### src/rtl/rv32i_exec_control.sv
// -----------------------------------------------------------------------------
// rv32i_exec_control
// Decode-and-execute core of the single-cycle RV32I CPU. It contains:
//   - the main control decode,
//   - the ALU-operation decode,
//   - the 32-bit ALU with its branch-condition output,
//   - the halt detection, including a sticky registered halt flag.
// Operand selection (rs2 vs. immediate) and immediate generation live outside.
// This block only produces o_alu_src to steer that mux.
//
// Ports
//   i_clk            system clock; only the halt flag is clocked
//   i_reset          asynchronous, active-high; clears the halt flag only
//   i_part_of_inst   current instruction word
//   i_alu_in_1       rs1 value
//   i_alu_in_2       rs2 value or immediate (already muxed outside)
//   i_x17_value      contents of x17 (a7), used for the halt ecall
//   o_is_jal .. o_is_ecall
//                    control decode outputs
//   o_alu_op         decoded ALU operation (ADD=0 .. BGEU=15)
//   o_alu_result     ALU result
//   o_alu_bcond      branch condition true (0 for non-branch ops)
//   o_is_halted      combinational: ecall with x17 == 10
//   o_halted         registered, sticky copy of o_is_halted
// -----------------------------------------------------------------------------
module rv32i_exec_control (
    input  logic        i_clk,
    input  logic        i_reset,
    input  logic [31:0] i_part_of_inst,
    input  logic [31:0] i_alu_in_1,
    input  logic [31:0] i_alu_in_2,
    input  logic [31:0] i_x17_value,
    output logic        o_is_jal,
    output logic        o_is_jalr,
    output logic        o_branch,
    output logic        o_mem_read,
    output logic        o_mem_to_reg,
    output logic        o_mem_write,
    output logic        o_alu_src,
    output logic        o_reg_write,
    output logic        o_pc_to_reg,
    output logic        o_is_ecall,
    output logic [3:0]  o_alu_op,
    output logic [31:0] o_alu_result,
    output logic        o_alu_bcond,
    output logic        o_is_halted,
    output logic        o_halted
);

    localparam logic [6:0] OPC_RTYPE  = 7'b0110011;
    localparam logic [6:0] OPC_IARITH = 7'b0010011;
    localparam logic [6:0] OPC_LOAD   = 7'b0000011;
    localparam logic [6:0] OPC_STORE  = 7'b0100011;
    localparam logic [6:0] OPC_BRANCH = 7'b1100011;
    localparam logic [6:0] OPC_JAL    = 7'b1101111;
    localparam logic [6:0] OPC_JALR   = 7'b1100111;
    localparam logic [6:0] OPC_ECALL  = 7'b1110011;

    typedef enum logic [3:0] {
        OP_ADD  = 4'd0,  OP_SUB  = 4'd1,  OP_SLL  = 4'd2,  OP_SLT  = 4'd3,
        OP_SLTU = 4'd4,  OP_XOR  = 4'd5,  OP_SRL  = 4'd6,  OP_SRA  = 4'd7,
        OP_OR   = 4'd8,  OP_AND  = 4'd9,  OP_BEQ  = 4'd10, OP_BNE  = 4'd11,
        OP_BLT  = 4'd12, OP_BGE  = 4'd13, OP_BLTU = 4'd14, OP_BGEU = 4'd15
    } alu_op_e;

    logic [6:0]         w_opcode;
    logic [2:0]         w_funct3;
    logic               w_bit30;
    logic               w_unused_inst_bits;
    logic signed [31:0] w_in1_s;
    logic signed [31:0] w_in2_s;
    logic [4:0]         w_shamt;
    logic [31:0]        w_diff;
    logic               w_lt_s;
    logic               w_lt_u;
    logic               w_eq;
    alu_op_e            w_alu_op;
    logic               w_is_halted;
    logic               r_halted;

    assign w_opcode = i_part_of_inst[6:0];
    assign w_funct3 = i_part_of_inst[14:12];
    assign w_bit30  = i_part_of_inst[30];

    // Register indices and immediates are consumed elsewhere in the CPU.
    assign w_unused_inst_bits = &{1'b0, i_part_of_inst[31], i_part_of_inst[29:15],
                                  i_part_of_inst[11:7]};

    assign w_in1_s = $signed(i_alu_in_1);
    assign w_in2_s = $signed(i_alu_in_2);
    assign w_shamt = i_alu_in_2[4:0];
    assign w_diff  = i_alu_in_1 - i_alu_in_2;
    assign w_lt_s  = (w_in1_s < w_in2_s);
    assign w_lt_u  = (i_alu_in_1 < i_alu_in_2);
    assign w_eq    = (i_alu_in_1 == i_alu_in_2);

    // Main control decode; anything not listed leaves every control low.
    always_comb begin
        o_is_jal     = 1'b0;
        o_is_jalr    = 1'b0;
        o_branch     = 1'b0;
        o_mem_read   = 1'b0;
        o_mem_to_reg = 1'b0;
        o_mem_write  = 1'b0;
        o_alu_src    = 1'b0;
        o_reg_write  = 1'b0;
        o_pc_to_reg  = 1'b0;
        o_is_ecall   = 1'b0;
        case (w_opcode)
            OPC_RTYPE:  o_reg_write = 1'b1;
            OPC_IARITH: begin
                o_reg_write = 1'b1;
                o_alu_src   = 1'b1;
            end
            OPC_LOAD: begin
                o_reg_write  = 1'b1;
                o_alu_src    = 1'b1;
                o_mem_read   = 1'b1;
                o_mem_to_reg = 1'b1;
            end
            OPC_STORE: begin
                o_alu_src   = 1'b1;
                o_mem_write = 1'b1;
            end
            OPC_BRANCH: o_branch = 1'b1;
            OPC_JAL: begin
                o_is_jal    = 1'b1;
                o_reg_write = 1'b1;
                o_pc_to_reg = 1'b1;
            end
            OPC_JALR: begin
                o_is_jalr   = 1'b1;
                o_reg_write = 1'b1;
                o_pc_to_reg = 1'b1;
                o_alu_src   = 1'b1;
            end
            OPC_ECALL: o_is_ecall = 1'b1;
            default: ;
        endcase
    end

    // ALU-operation decode. I-arith shares the R-type table, except that
    // funct3 000 ignores bit30 (no SUBI); SRAI/SRLI still use bit30.
    always_comb begin
        w_alu_op = OP_ADD;
        if (w_opcode == OPC_RTYPE || w_opcode == OPC_IARITH) begin
            case (w_funct3)
                3'b000: w_alu_op = (w_opcode == OPC_RTYPE && w_bit30) ? OP_SUB : OP_ADD;
                3'b001: w_alu_op = OP_SLL;
                3'b010: w_alu_op = OP_SLT;
                3'b011: w_alu_op = OP_SLTU;
                3'b100: w_alu_op = OP_XOR;
                3'b101: w_alu_op = w_bit30 ? OP_SRA : OP_SRL;
                3'b110: w_alu_op = OP_OR;
                default: w_alu_op = OP_AND;
            endcase
        end else if (w_opcode == OPC_BRANCH) begin
            case (w_funct3)
                3'b000: w_alu_op = OP_BEQ;
                3'b001: w_alu_op = OP_BNE;
                3'b100: w_alu_op = OP_BLT;
                3'b101: w_alu_op = OP_BGE;
                3'b110: w_alu_op = OP_BLTU;
                3'b111: w_alu_op = OP_BGEU;
                default: w_alu_op = OP_ADD;
            endcase
        end
    end

    assign o_alu_op = w_alu_op;

    // ALU datapath; every branch op reports rs1 - rs2 as its result.
    always_comb begin
        o_alu_result = w_diff;
        o_alu_bcond  = 1'b0;
        case (w_alu_op)
            OP_ADD:  o_alu_result = i_alu_in_1 + i_alu_in_2;
            OP_SUB:  o_alu_result = w_diff;
            OP_SLL:  o_alu_result = i_alu_in_1 << w_shamt;
            OP_SLT:  o_alu_result = {31'd0, w_lt_s};
            OP_SLTU: o_alu_result = {31'd0, w_lt_u};
            OP_XOR:  o_alu_result = i_alu_in_1 ^ i_alu_in_2;
            OP_SRL:  o_alu_result = i_alu_in_1 >> w_shamt;
            OP_SRA:  o_alu_result = $unsigned(w_in1_s >>> w_shamt);
            OP_OR:   o_alu_result = i_alu_in_1 | i_alu_in_2;
            OP_AND:  o_alu_result = i_alu_in_1 & i_alu_in_2;
            OP_BEQ:  o_alu_bcond  = w_eq;
            OP_BNE:  o_alu_bcond  = ~w_eq;
            OP_BLT:  o_alu_bcond  = w_lt_s;
            OP_BGE:  o_alu_bcond  = ~w_lt_s;
            OP_BLTU: o_alu_bcond  = w_lt_u;
            default: o_alu_bcond  = ~w_lt_u;
        endcase
    end

    assign w_is_halted = o_is_ecall && (i_x17_value == 32'd10);
    assign o_is_halted = w_is_halted;

    // Sticky halt: set by a halting ecall, cleared only by reset.
    always_ff @(posedge i_clk or posedge i_reset) begin
        if (i_reset)
            r_halted <= 1'b0;
        else if (w_is_halted)
            r_halted <= 1'b1;
    end

    assign o_halted = r_halted;

endmodule

### config.mk
export PLATFORM = sky130hd
export DESIGN_NAME = rv32i_exec_control
export DESIGN_NICKNAME = d
export VERILOG_FILES = /design/src/rtl/rv32i_exec_control.sv
export SDC_FILE = /design/constraint.sdc
export NUM_CORES = 1
export LEC_CHECK = 0
export CAP_MARGIN = 20
export CORE_MARGIN = 8
export CORE_UTILIZATION = 40
export CTS_CLUSTER_SIZE = 24
export DETAILED_ROUTE_END_ITERATION = 12
export GPL_TIMING_DRIVEN = 0
export PLACE_DENSITY = 0.71
export SLEW_MARGIN = 20
export SYNTH_ARGS = -nofsm -noshare
export SYNTH_HDL_FRONTEND = slang
export SYNTH_SLANG_ARGS = --single-unit
### constraint.sdc
create_clock -name i_clk -period 18 [get_ports i_clk]
set_input_delay 3.6 -clock i_clk [delete_from_list [all_inputs] [get_ports i_clk]]
set_output_delay 3.6 -clock i_clk [all_outputs]
set_load 0.01 [all_outputs]
# After elaboration in Yosys (flattened, before gate mapping)
# Index checks and enable logic that the tools add are counted.
# totals
n_memories,0
in_bits,130
regBits,1
word_cells,71
rom_bits,0
output_inout_bits,49
latch_bits,0
mem_bits_rw,0
# op_classes
n_shift,3
n_div,0
n_addsub,2
reduce_logical,9
eq_ne,31
mul,0
n_bitwise,6
magnitude_cmp,2
n_mux,17
# op_table
operator,n
$pmux W32 S9,1
$lt A32 B32 Y1,2
$add A32 B32 Y32,1
$and A32 B32 Y32,1
$eq A32 B32 Y1,1
$eq A32 B4 Y1 const B,1
$or A32 B32 Y32,1
$shl A32 B5 Y32,1
$shr A32 B5 Y32,1
$sshr A32 B5 Y32,1
$sub A32 B32 Y32,1
$xor A32 B32 Y32,1
$eq A4 B4 Y1 const B,7
$eq A7 B7 Y1 const B,4
$pmux W4 S7,1
$pmux W4 S6,1
$eq A4 B3 Y1 const B,4
$eq A7 B6 Y1 const B,2
$eq A3 B3 Y1 const B,4
$mux W1,11
$reduce_or A10 Y1,1
$eq A4 B2 Y1 const B,2
$mux W4,2
$eq A7 B2 Y1 const B,1
13 further kinds,17

# Depth between registers and ports, before layout
# Gate-level depths: netlist (run 1).
# depth
depth_word,8
ltp_mapped,17

# Least setup slack after synthesis (run 1)
# No wires, ideal clock.
# synth_path
path_kind,in2out
startpoint,input i_alu_in_2[3]
endpoint,output o_alu_bcond
path_stages,16
t_required_ns,14.400
path_buffers,5
t_arrival_ns,7.303
path_slack_ns,7.097
path_cell_list,clkbuf_1 > inv_1 > clkbuf_1 > clkbuf_1 > clkbuf_1 > ha_1 > buf_4 > nor3_1 > a2111oi_4 > a2bb2oi_2 > a211oi_4 > o2111ai_2 > and3b_4 > or4_4 > a311oi_2 > o221a_1
# synth_via
elab_chain_cells,3
# synth_lines
item,line,text
"start, declared",31,"input logic [31:0] i_alu_in_2,"
$lt A32 B32 Y1 (tied with other cells),94,assign w_lt_u = (i_alu_in_1 < i_alu_in_2);
$not A1 Y1 (on tied branches),"192, 188, 190",
$pmux W1 S6 (*),176,case (w_alu_op)
"end, declared",45,"output logic o_alu_bcond,"
# Every way passes the cells marked *; elsewhere a longest branch is shown, timed or not.

# Worst setup path in the final report (run 1)
# layout_path
startpoint,input i_alu_in_2[4]
endpoint,output o_alu_result[27]
# layout_via
elab_chain_cells,2
# layout_lines
item,line,text
$sub A32 B32 Y32 (tied with other cells),92,assign w_diff = i_alu_in_1 - i_alu_in_2;
$pmux W32 S9 (*),176,
"end, declared",44,"output logic [31:0] o_alu_result,"
# Marked as above.

==> results by group, run 1 <==
Floorplanning
  • Die Area: around 30,000 um2
  • Placeable Area: 24,300 um2
  • Die height: 173 um
  • Die Width: around 170 um
  • FP Rows: 57
  • Starting Density: 0.407
  • # IOs: ~180

Setup path
  • R2R depth: 1
  • Worst EP arrival: 10.59 ns
  • R2r setup slk: around 17 ns
  • Worst setup endpoint: o_alu_result[27]
  • Crit-path max FO: 11
  • CP Launch Type: input port
  • Worst setup startpoint: i_alu_in_2[4]
  • Most used cell, CP: clkbuf_1
  • CP cell instances: clkdlybuf4s50_1 > clkbuf_1 > inv_1 > clkbuf_1 > buf_1 > clkbuf_1 > ha_1 > buf_4 > nor3_1 > nand2_1 > a211oi_1 > nor4_1 > o31ai_1 > o21ai_0 > o31ai_1 > a21oi_1 > o311ai_1 > clkdlybuf4s50_1
  • Slowest cell on crit path: buf_1
  • CP Class: input port to primary output
  • Element type at the critical path end: primary output
  • Worst R2R End: o_halted
  • R2R Path Start: o_halted
  • CP Data Required Time: 14.40 ns
  • CP peak stage delay: between 0.7 and 0.8 ns

Synth
  • Yosys synthesis warning count: 0
  • Syn_nets: 1,653
  • Mapped cell area: roughly 10000 um2
  • Post-Syn Instances: approximately 1,400
  • Synth Register Bits: 1
  • Ys async rst share: 1.00
  • Register area share after synthesis: 0.00253
  • Avg Cell Area, Syn: between 6 and 7 um2
  • Main flop type after synthesis: dfrtp_1
  • Number of synthesized flops with an enable pin: 0
  • Distinct cells, synth: 90

Route
  • Final ANT Viol Nets: 0
  • DR iter-0 viols: 2,013
  • Wire per inst: between 30 and 40 um
  • DRC: 0
  • Drt first pass iters: 6
  • Vias/cell: around 7
  • Via count: about 13,000
  • Total wire length: between 50,000 and 60,000 um

STA
  • Max-slew violations: 0
  • Setup TNS: 0 ns
  • Period minus WS final: roughly 14 ns
  • Final Skew: 0 ns
  • Worst slew pin tran: ~1.2 ns
  • Relative slew slack: 0.230
  • Fmax: approximately 70 MHz
  • Fin crit share: 0.788
  • Final hold violation count: 0
  • RSZ-0062 raised after global routing: false
  • Final setup fails: 0

Layout
  • Max FFs per register: 1
  • Sequential cell area: about 25 um2
  • Finished Cell Area: 11,900 um2
  • Share of layout cells above drive strength 1: 0.0891
  • Ant. Diodes: 0
  • Fill cell total of the finished layout: ~2,600
  • Area grow syn2layout: 20.5%
  • Layout net count: roughly 1,800
  • Multi-input gate area: ~9000 um2
  • Fin cells: between 1,500 and 2,000

Worst hold path
  • Worst hold start: o_halted
  • Hold crit path type: register to register

GRT
  • Largest net degree at the start of global routing: 13
  • Gr ovfl total: 0
  • Global-route wire length before repair: approximately 84,000 um
  • Antenna violations before repair: 4
  • Vias in the first global route: approximately 13,000
  • Total track usage: 0.359

Clock tree
  • Clk slew on worst S/H paths: 0 ns
  • Post-cts sizing count: 0
  • Clock latency on the worst-skew pair: 0 ns
  • Postcts setup bufs: 0
  • Hold Buf Count CTS: 0

Flow run
  • Max cap viols: 0

Placement
  • Estimated wirelength of the detail-placed design: about 47,000 um
  • DP Area: between 10,000 and 15,000 um2
  • Placed Instances: around 1,900
  • Port Buffers: 157
  • Routability cong.: between 1 and 1.5

Pwr
  • Leak Pwr: roughly 0.0049 uW
  • Power density cells: ~33 nW/um2
  • Worst VDD drop: 0.0000236 V
  • Pwr Total: 391 uW

Run status
  • Outcome: complete, no violations
[cell usage after synthesis, drive strengths merged (20+ instances only)]
library cell  count  share of area
a211oi           30          0.024
a21o             21          0.016
a21oi           130          0.066
a221oi           21          0.019
buf              42          0.023
clkbuf           65          0.025
ha               97           0.12
inv             102          0.039
mux2             29          0.033
mux2i            66          0.067
mux4             46           0.10
nand2           123          0.047
nand3            36          0.019
nor2            135          0.051
nor3             38          0.019
o211ai           23          0.017
o21ai           103          0.052
o21bai           20          0.016
[metal layers]
layer | GRT usage | up-vias | share of wire
li1 | - | 5732 | -
met1 | 0.470 | 6255 | 0.40
met2 | 0.539 | 1067 | 0.41
met3 | 0.0808 | 243 | 0.12
met4 | 0.191 | 4 | 0.065
met5 | 0 | - | 0.00040
[logic make-up (layout without fill, tap and decap cells)]
group           after synthesis  count (layout)  share of synthesized area
compound gates              512             512                      0.352
mux                         141             141                      0.204
flops                         1               1                    0.00253
xor+xnor                     10              10                    0.00885
simple gates                450             450                      0.218
fa+ha+maj                    99              99                      0.127
buf+inv                     211             370                     0.0875
[worst max-delay path, delay by kind of cell]
kind                     cells  cell delay [ns]
buffers and inverters        8             3.72
AO/OA/AOI/OAI                6             2.15
AND/OR/NAND/NOR              3             0.70
adder cells (fa/ha/maj)      1             0.39
[cell usage in the layout, fill, tap and decap left out, drive strengths merged, types with 9 or more instances in the layout]
| cell | synthesis | routed |
|---|---|---|
| clkdlybuf4s50 | 0 | 157 |
| nor2 | 135 | 135 |
| a21oi | 130 | 130 |
| nand2 | 123 | 123 |
| o21ai | 103 | 103 |
| inv | 102 | 102 |
| ha | 97 | 97 |
| mux2i | 66 | 66 |
| clkbuf | 65 | 65 |
| mux4 | 46 | 46 |
| buf | 42 | 44 |
| nor3 | 38 | 38 |
| nand3 | 36 | 36 |
| a211oi | 30 | 30 |
| mux2 | 29 | 29 |
| o211ai | 23 | 23 |
| a21o | 21 | 21 |
| a221oi | 21 | 21 |
| o21bai | 20 | 20 |
| a31oi | 19 | 19 |
| nor4 | 17 | 17 |
| nor2b | 16 | 16 |
| o31ai | 15 | 15 |
| nand4 | 13 | 13 |
| o2111ai | 12 | 12 |
| a2111oi | 11 | 11 |
| o221ai | 10 | 10 |
| a211o | 10 | 10 |
| xnor2 | 10 | 10 |
| or2 | 9 | 9 |
| nand2b | 9 | 9 |
| or3 | 9 | 9 |
| and2 | 9 | 9 |
| o22ai | 9 | 9 |
[where the power goes]
part	switching, uW	internal, uW	total (uW)
logic	236	153	389
clock network	0	0	0
registers	0.000000000356	2.29	2.29
total	236	155	391
[how the worst min path moves through the flow]
| stage | endpoint | depth (start not counted) |
|---|---|---|
| floorplan | o_halted | 1 |
| global placement | o_halted | 1 |
| detailed placement | o_halted | 1 |
| CTS | o_halted | 1 |
| global route | o_halted | 1 |
| finish | o_halted | 1 |
[area by class of cell]
cell class | count | area share
inverter | 104 | 0.0327
multi-input combinational | 1212 | 0.758
tap | 324 | 0.0340
sequential | 1 | 0.00210
buffer | 107 | 0.0399
timing repair buffer | 159 | 0.134
[stage by stage]
| stage | hold slack (ns) | setup slack, ns | util |
|---|---|---|---|
| final | 0.472 | 3.81 | 0.490 |
| after global routing | 0.497 | 3.82 | 0.490 |
| after CTS | 0.483 | 4.13 | 0.490 |
| after detailed placement | 0.492 | 4.15 | 0.490 |
| after global placement | 0.478 | 4.14 | 0.488 |
| after floorplan | 0.512 | 7.10 | - |
Power figures use the tool's default switching activity.
==> run 2, diff against run 1 <==
clock period = 14.53 ns   (was 18 ns; I/O delays follow)
==> results of run 2 <==
The final DEF is identical to that of run 1. Status: complete, no violations.
Main changes from that run: setup slack after placement 4.15 ns -> 2.07 ns; setup slack after layout 3.81 ns -> 1.73 ns; register-to-register setup slack 17.22 ns -> 13.75 ns; total power 391 uW -> 485 uW; worst IR drop on VDD 0.0000236 V -> 0.0000292 V
